### src/rtl/write_back_stage.sv
// Write-back stage: source muxes feed a 2-entry elastic buffer toward the register file.
// Push in cycle N is visible at the head in N+1; head holds while out_ready is low; in_ready drops when full.
module write_back_stage #(
  parameter int DATA_W     = 16,
  parameter int REG_ADDR_W = 3,
  parameter int CNT_W      = 16
) (
  input  logic                  clk,
  input  logic                  reset,
  input  logic                  in_valid,
  output logic                  in_ready,
  input  logic [DATA_W-1:0]     Imm970,
  input  logic [DATA_W-1:0]     MemData,
  input  logic [DATA_W-1:0]     PCImmInc,
  input  logic [DATA_W-1:0]     ALUOut,
  input  logic [DATA_W-1:0]     PCInc,
  input  logic [1:0]            regSelect,
  input  logic [2:0]            r7Select,
  input  logic [REG_ADDR_W-1:0] regAddr,
  input  logic                  regWrEn,
  input  logic                  r7WrEn,
  input  logic                  out_ready,
  output logic                  out_valid,
  output logic [DATA_W-1:0]     writeData,
  output logic [REG_ADDR_W-1:0] writeAddr,
  output logic [DATA_W-1:0]     writeR7Data,
  output logic                  regWrite,
  output logic                  r7Write,
  output logic                  fwdValid,
  output logic [REG_ADDR_W-1:0] fwdAddr,
  output logic [DATA_W-1:0]     fwdData,
  output logic [CNT_W-1:0]      retiredCount
);

  localparam logic [REG_ADDR_W-1:0] R7_ADDR = {REG_ADDR_W{1'b1}};

  typedef struct packed {
    logic [DATA_W-1:0]     wr_data;
    logic [REG_ADDR_W-1:0] wr_addr;
    logic [DATA_W-1:0]     r7_data;
    logic                  reg_wr_en;
    logic                  r7_wr_en;
  } entry_t;

  typedef enum logic [1:0] {
    EMPTY = 2'd0,
    ONE   = 2'd1,
    TWO   = 2'd2
  } state_t;

  state_t state, state_nxt;
  entry_t head, second, new_entry;
  logic   push, pop;
  logic   load_head_new, load_head_second, load_second;
  logic [DATA_W-1:0] reg_mux, r7_mux;

  always_comb begin
    reg_mux = '0;
    case (regSelect)
      2'd0:    reg_mux = MemData;
      2'd1:    reg_mux = ALUOut;
      2'd2:    reg_mux = Imm970;
      default: reg_mux = PCInc;
    endcase
  end

  always_comb begin
    r7_mux = '0;
    case (r7Select)
      3'd0:    r7_mux = Imm970;
      3'd1:    r7_mux = MemData;
      3'd2:    r7_mux = PCImmInc;
      3'd3:    r7_mux = ALUOut;
      3'd4:    r7_mux = PCInc;
      default: r7_mux = '0;
    endcase
  end

  // A simultaneous R7 port write and a regular write to R7 resolve in favour of the R7 port.
  always_comb begin
    new_entry.wr_data   = reg_mux;
    new_entry.wr_addr   = regAddr;
    new_entry.r7_data   = r7_mux;
    new_entry.r7_wr_en  = r7WrEn;
    new_entry.reg_wr_en = regWrEn & ~(r7WrEn & (regAddr == R7_ADDR));
  end

  assign push      = in_valid & in_ready;
  assign out_valid = (state != EMPTY);
  assign pop       = out_valid & out_ready;

  always_ff @(posedge clk or negedge reset) begin
    if (!reset) state <= EMPTY;
    else        state <= state_nxt;
  end

  always_comb begin
    state_nxt        = state;
    load_head_new    = 1'b0;
    load_head_second = 1'b0;
    load_second      = 1'b0;
    case (state)
      EMPTY: begin
        if (push) begin
          state_nxt     = ONE;
          load_head_new = 1'b1;
        end
      end
      ONE: begin
        if (push && pop) begin
          load_head_new = 1'b1;
        end else if (push) begin
          state_nxt   = TWO;
          load_second = 1'b1;
        end else if (pop) begin
          state_nxt = EMPTY;
        end
      end
      TWO: begin
        if (pop) begin
          state_nxt        = ONE;
          load_head_second = 1'b1;
        end
      end
      default: state_nxt = EMPTY;
    endcase
  end

  always_ff @(posedge clk or negedge reset) begin
    if (!reset) in_ready <= 1'b1;
    else        in_ready <= (state_nxt != TWO);
  end

  always_ff @(posedge clk or negedge reset) begin
    if (!reset) begin
      head   <= '0;
      second <= '0;
    end else begin
      if (load_head_new)         head <= new_entry;
      else if (load_head_second) head <= second;
      if (load_second)           second <= new_entry;
    end
  end

  always_ff @(posedge clk or negedge reset) begin
    if (!reset)   retiredCount <= '0;
    else if (pop) retiredCount <= retiredCount + 1'b1;
  end

  assign writeData   = head.wr_data;
  assign writeAddr   = head.wr_addr;
  assign writeR7Data = head.r7_data;
  assign regWrite    = pop & head.reg_wr_en;
  assign r7Write     = pop & head.r7_wr_en;
  assign fwdValid    = out_valid & head.reg_wr_en;
  assign fwdAddr     = head.wr_addr;
  assign fwdData     = head.wr_data;

endmodule

### config.mk
export PLATFORM = sky130hd
export DESIGN_NAME = write_back_stage
export DESIGN_NICKNAME = d
export VERILOG_FILES = /design/src/rtl/write_back_stage.sv
export SDC_FILE = /design/constraint.sdc
export NUM_CORES = 1
export LEC_CHECK = 0
export ABC_CLOCK_PERIOD_IN_PS = 4340
export BUFFER_PORTS_ARGS = -buffer_cell sky130_fd_sc_hd__buf_2
export CAP_MARGIN = 25
export CORE_MARGIN = 5
export CORE_UTILIZATION = 56
export DETAILED_ROUTE_END_ITERATION = 8
export MAX_ROUTING_LAYER = met4
export PLACE_DENSITY_LB_ADDON = 0.12
export SLEW_MARGIN = 20
export SYNTH_ARGS = -nofsm -noshare
export SYNTH_HDL_FRONTEND = slang
export SYNTH_SLANG_ARGS = --single-unit
### constraint.sdc
create_clock -name clk -period 4.34 [get_ports clk]
set_clock_uncertainty 0.2 [all_clocks]
set_input_delay 1.085 -clock clk [delete_from_list [all_inputs] [get_ports clk]]
set_output_delay 1.085 -clock clk [all_outputs]
set_load 0.01 [all_outputs]
==> impl_metrics.ini, run 1 <==
[job]
cap_violations = 0

[floorplanning]
die_h_um = 108.2
num_io_pins = 169
die_area_mm2 = 0.01170
core_area_mm2 = 0.009328
start_util_pct = 57.87
die_w_um = 108.2
rows = 35

[finish]
drive_gt1_share_pct = 43.23
final_cell_mix = 167 x buf_2, 92 x dfrtp_1, 39 x nand2_1
multiInputGateArea_mm2 = 0.002417
area_delta_synth_final_pct = 11.59
final_common_cell = buf_2
layoutNonFillerInstCount = 698
diodes = 0
regArea_mm2 = 0.002328
fillers = 806
nNetsFinal = 659

[timing]
finalHoldViolations = 0
worstMarginPinSlew_ns = 0.9009
rsz0062_at_grt = no
slew_viol_final = 0
finalSetupViolCount = 0
period_needed_ns = 2.851
slew_headroom_pct = 39.94
fmax_ghz = 0.3507
tns_ns = 0
period_share_pct = 65.70

[drt]
wl_per_cell_um = 19.35
first_pass_iters = 5
ant_nets = 0
drtIter0Drc = 179
remaining_drc_errors = 0
via_count = 4027
drt_wl_total_um = 13510
vias_per_cell = 5.769

[global_routing]
grt_max_degree = 79
grt_usage_pct = 23.96
grt_pass1_vias = 4157
antenna_found_initial = 0
grt_pass1_wl_um = 21220
overflow = 0

[synthesis]
synth_edf_count = 0
synthFlopType = dfrtp_1
synth_seq_cells = 93
netlist_instances = 466
synth_fp_nets = 561
netlist_area_mm2 = 0.005398
synth.area.top_cells = dfrtp_1 43%, buf_4 7.8%, mux4_2 6.7%
async_reset_ff_share_pct = 100.0
ys_seq_area_share_pct = 43.14
syn_avg_cell_area_um2 = 11.58
synth_top_area_share_pct = 42.65
yosysUniqueCellTypes = 44
yosysTopAreaCell = dfrtp_1
yosys_warnings = 0

[clock_network]
post_cts_buffers = 0
h-tree-depth = 3
cts.repair.resized = 0
clock_path_buffers = 2
clock_latency_ns = 0.35
ctsHoldBuffers = 0
root_buffer = clkbuf_8
cts_buffers = 9
clkTransAtPathRegs_ns = 0.09
cts_tree = built
cts_sinks = 93

[min_path]
hold_class = reg -> reg

[worst_setup_path]
worstPathCellList = buf_2 > nor2b_1 > buf_4 > a22oi_1 > o22ai_1 > mux2_2
crit_slowest_cell = nor2b_1
r2r-end = writeR7Data[5]
cp_max_fo = 21
ff2ff_setup_slack_ns = 1.92
worstSetupPathType = in -> reg
slowest_delay_ns = 0.62
reg2reg_depth = 4
worstSetupStartpoint = r7Select[0]
required_ns = 4.43
end_kind = register
cp-endpoint = second[10]
crit_path_start_kind = input pin
arrival_ns = 2.94
r2r_start = in_ready

[pwr]
pwr_density_cell_mw_per_mm2 = 540.2
p_leak_uw = 0.003007
peakVddDrop_mv = 0.2582

[status]
status = completed

[place]
dp_hpwl_um = 9952
portBuffers = 168
gp_congestion = 0.8315
placed_cells = 681
synth_stat cells (2+ instances only):
library cell / instances
a21o_1: 15
a21oi_1: 7
a22o_1: 14
a22oi_1: 38
a22oi_2: 6
and2_1: 3
and3_1: 4
and3b_1: 2
buf_2: 18
buf_4: 56
buf_6: 11
clkbuf_1: 3
dfrtp_1: 92
inv_1: 3
mux2_1: 23
mux2_2: 15
mux2_4: 12
mux2i_1: 9
mux4_2: 16
nand2_1: 39
nand2b_1: 2
nand3_1: 7
nand4_1: 4
nor2_1: 5
nor2b_1: 3
nor3_1: 2
o21ai_0: 3
o21ai_1: 10
o22ai_1: 15
or2_2: 2
xnor2_1: 9
xor2_1: 6
power by group:
| part | leakage [µW] | internal, µW | switching, µW | total, µW |
|---|---|---|---|---|
| registers | 0.00117 | 1230 | 254 | 1480 |
| logic | 0.00175 | 600 | 627 | 1230 |
| clock network | 0.0000934 | 243 | 303 | 546 |
| total | 0.00301 | 2070 | 1180 | 3250 |
sequential cells by signal, summed over array words and instances, names as in the netlist:
register and count:
state 2, in_ready 1, head 2, fwdData 16, second 37, retiredCount 16
fwdAddr 3, writeR7Data 16
layer usage:
layer,wire length (µm),part of all wire (%),vias up,GRT usage [%]
li1,-,-,1849,-
met1,5721,42,2000,30.82
met2,6740,50,154,39.79
met3,780,5.8,24,3.522
met4,265,2.0,0,6.853
met5,0,0,-,-
worst min-delay path by stage:
stage | start | endpoint | slack (ns) | cells after the start
finish | retiredCount[15] | retiredCount[15] | 0.27 | 1
global route | second[22] | second[22] | 0.30 | 1
CTS | retiredCount[15] | retiredCount[15] | 0.28 | 1
detailed placement | retiredCount[15] | retiredCount[15] | 0.27 | 1
global placement | retiredCount[15] | retiredCount[15] | 0.26 | 1
floorplan | head[0] | head[0] | 0.24 | 2
cell families (layout without fill, tap and decap cells):
family / after synthesis / in the layout / synth area share [%]
compound gates: 112 / 112 / 15.25
xor+xnor: 15 / 15 / 2.434
fa+ha+maj: 1 / 1 / 0.2318
buf+inv: 91 / 194 / 12.17
flops: 93 / 93 / 43.14
mux: 75 / 75 / 19.61
simple gates: 79 / 79 / 7.163
stage by stage:
stage	area (µm²)	utilization, %	hold WS (ns)	setup WS (ns)	total power [µW]
floorplan	5398	-	0.2382	1.632	2543
global placement	5799	62.17	0.2588	1.057	2687
detailed placement	5811	62.29	0.2651	1.150	2734
CTS	5996	64.28	0.2785	1.513	3284
global route	6023	64.57	0.3040	1.409	3472
finish	6023	64.57	0.2700	1.489	3254
area by class of cell:
type / count / area share, %
inverters: 3 / 0.1870
multi-input cells: 282 / 40.13
clock buffers: 12 / 2.576
clock inverters: 4 / 0.4985
repair buffers: 175 / 15.27
well taps: 129 / 2.680
flip-flops and latches: 93 / 38.66
critical path: cells and delay by family:
family	cells	cell delay, ns
multiplexers	1	0.19
AND/OR/NAND/NOR	1	0.62
AO/OA/AOI/OAI	2	0.31
buffers and inverters	2	0.72
No activity file was read; power rests on OpenSTA's default activity.
==> inputs of run 2 (changes only) <==
--- a/config.mk
+++ b/config.mk
@@ -5,11 +5,12 @@
 export SDC_FILE = /design/constraint.sdc
 export NUM_CORES = 1
 export LEC_CHECK = 0
-export ABC_CLOCK_PERIOD_IN_PS = 4340
+export ABC_AREA = 1
+export ABC_CLOCK_PERIOD_IN_PS = 2900
 export BUFFER_PORTS_ARGS = -buffer_cell sky130_fd_sc_hd__buf_2
 export CAP_MARGIN = 25
 export CORE_MARGIN = 5
-export CORE_UTILIZATION = 56
+export CORE_UTILIZATION = 53
 export DETAILED_ROUTE_END_ITERATION = 8
 export MAX_ROUTING_LAYER = met4
 export PLACE_DENSITY_LB_ADDON = 0.12
==> constraint.sdc (replaced) <==
create_clock -name clk -period 2.9 [get_ports clk]
set_clock_uncertainty 0.2 [all_clocks]
set_input_delay 0.725 -clock clk [delete_from_list [all_inputs] [get_ports clk]]
set_output_delay 0.725 -clock clk [all_outputs]
set_load 0.01 [all_outputs]
==> run 2 against run 1 <==
Against the previous run:
- cell area grew 10%
- first-iteration DRC count grew to 2.9 times the previous value
- sequential cell count is the same
- synthesized area grew 8.7%
- via count grew 47%
- clock power grew 68%
- synthesized cell count grew 81%
- critical path type is now reg -> out
- sequential share of layout area shrank 3.5 points
- worst setup slack lost 1.2 ns
==> impl_metrics.ini, run 2 <==
[drt]
remaining_drc_errors = 0
vias_per_cell = 5.448
drtIter0Drc = 525
via_count = 5917
ant_nets = 0
drt_wl_total_um = 18350
wl_per_cell_um = 16.90
first_pass_iters = 7

[synthesis]
yosys_warnings = 0
netlist_area_mm2 = 0.005868
yosysTopAreaCell = dfrtp_1
ys_seq_area_share_pct = 39.68
netlist_instances = 844
synth.top_cells.by_count = 308 x nand2_1, 92 x dfrtp_1, 68 x inv_1
synth_top_area_share_pct = 39.23
yosysUniqueCellTypes = 32
synth_fp_nets = 939
synth_seq_cells = 93
async_reset_ff_share_pct = 100.0
synth_most_common_cell = nand2_1
synth.area.top_cells = dfrtp_1 39%, nand2_1 20%, buf_4 7.4%
synthFlopType = dfrtp_1
syn_avg_cell_area_um2 = 6.953
synth_edf_count = 0

[timing]
finalSetupViolCount = 0
period_needed_ns = 2.566
finalHoldViolations = 0
fin_hold_ws_ns = 0.1005
worstMarginPinSlew_ns = 0.7136
tns_ns = 0
slew_headroom_pct = 52.37
period_share_pct = 88.49
rsz0062_at_grt = no
slew_viol_final = 0
fmax_ghz = 0.3897

[place]
dp_hpwl_um = 13560
gp_congestion = 0.9425
portBuffers = 168
placed_cells = 1070

[clock_network]
cts_tree = built
h-tree-depth = 3
cts.repair.resized = 0
ctsHoldBuffers = 0
clkTransAtPathRegs_ns = 0.10
clock_latency_ns = 0.38
cts_buffers = 9
post_cts_buffers = 0
root_buffer = clkbuf_8
cts_sinks = 93
clock_path_buffers = 2

[finish]
largest-register = second
area_delta_synth_final_pct = 12.90
nNetsFinal = 1036
diodes = 0
regArea_mm2 = 0.002328
drive_gt1_share_pct = 23.26
final_common_cell = nand2_1
final_cell_mix = 308 x nand2_1, 167 x buf_2, 92 x dfrtp_1
multiInputGateArea_mm2 = 0.002645
largest_reg_flops = 37
layoutNonFillerInstCount = 1086
fillers = 1026

[global_routing]
grt_pass1_wl_um = 29240
antenna_found_initial = 0
overflow = 0
grt_max_degree = 39
grt_usage_pct = 29.01
grt_pass1_vias = 5738

[worst_setup_path]
cp_max_fo = 8
arrival_ns = 1.64
worstPathCellList = nor2_2 > nor2_4 > inv_1 > nor2_1 > buf_2
crit_slowest_cell = dfrtp_1
slowest_delay_ns = 0.49
crit_path_start_kind = register
required_ns = 1.98
end_kind = output port
worstSetupPathType = reg -> out

[pwr]
peakVddDrop_mv = 0.5635
p_leak_uw = 0.003595
pwr_density_cell_mw_per_mm2 = 817.3

[floorplanning]
start_util_pct = 54.13
rows = 38
core_area_mm2 = 0.01084
die_area_mm2 = 0.01328
die_h_um = 115.2
die_w_um = 115.2
num_io_pins = 169

[status]
status = completed

[job]
cap_violations = 0

[min_path]
hold_class = in -> async
run 2: worst max-delay path, delay by kind of cell (launching register included):
family / cells / cell delay [ns]
simple gates: 3 / 0.44
flops: 1 / 0.49
buf+inv: 2 / 0.34
run 2: cell type report:
class | count | area share (%)
Multi-Input combinational cell | 580 | 39.92
Sequential cell | 93 | 35.15
Timing Repair Buffer | 182 | 14.88
Inverter | 75 | 4.249
Tap cell | 140 | 2.644
Clock buffer | 9 | 1.870
Clock inverter | 7 | 1.284
run 2: worst paths after layout:
| check | cells past startpoint | start | slack (ns) | to |
|---|---|---|---|---|
| setup reg to reg | 9 | state[0] | 0.61 | writeR7Data[6] |
| min in group clk | 2 | second[4] | 0.29 | second[4] |
| hold / removal | 1 | reset | 0.10 | retiredCount[5] |
| hold reg to reg | 2 | second[4] | 0.29 | second[4] |
| max in group asynchronous | 2 | reset | 1.68 | fwdData[1] |
| setup / recovery | 5 | state[1] | 0.33 | r7Write |
run 2: through the flow:
step	setup WS [ns]	utilization (%)	area [µm²]	total power, µW
final	0.3338	61.11	6625	5415
after global routing	0.2522	61.11	6625	5840
after CTS	0.3047	61.11	6625	5452
after detailed placement	0.3784	59.19	6416	4529
after global placement	0.4376	59.19	6416	4458
after floorplan	0.6208	-	5868	4027
run 2: cells by family (layout without fill, tap and decap cells):
family | count (synthesis) | in the layout | share of synthesized area (%)
simple gates | 486 | 486 | 35.88
buf+inv | 171 | 273 | 15.25
flops | 93 | 93 | 39.68
compound gates | 85 | 85 | 7.783
xor+xnor | 8 | 8 | 1.194
fa+ha+maj | 1 | 1 | 0.2132
run 2: routing by layer:
layer	vias up	track usage [%]	part of all wire, %
li1	2854	-	-
met1	2775	38.14	42
met2	248	45.72	48
met3	40	3.105	6.6
met4	0	12.28	2.8
met5	-	-	0
run 2: where the power goes:
| part | switching [µW] | total [µW] | leakage (µW) | internal, µW |
|---|---|---|---|---|
| sequential | 384 | 2220 | 0.00118 | 1840 |
| clock | 507 | 917 | 0.000103 | 410 |
| combinational | 1430 | 2270 | 0.00231 | 840 |
| total | 2330 | 5410 | 0.00359 | 3090 |
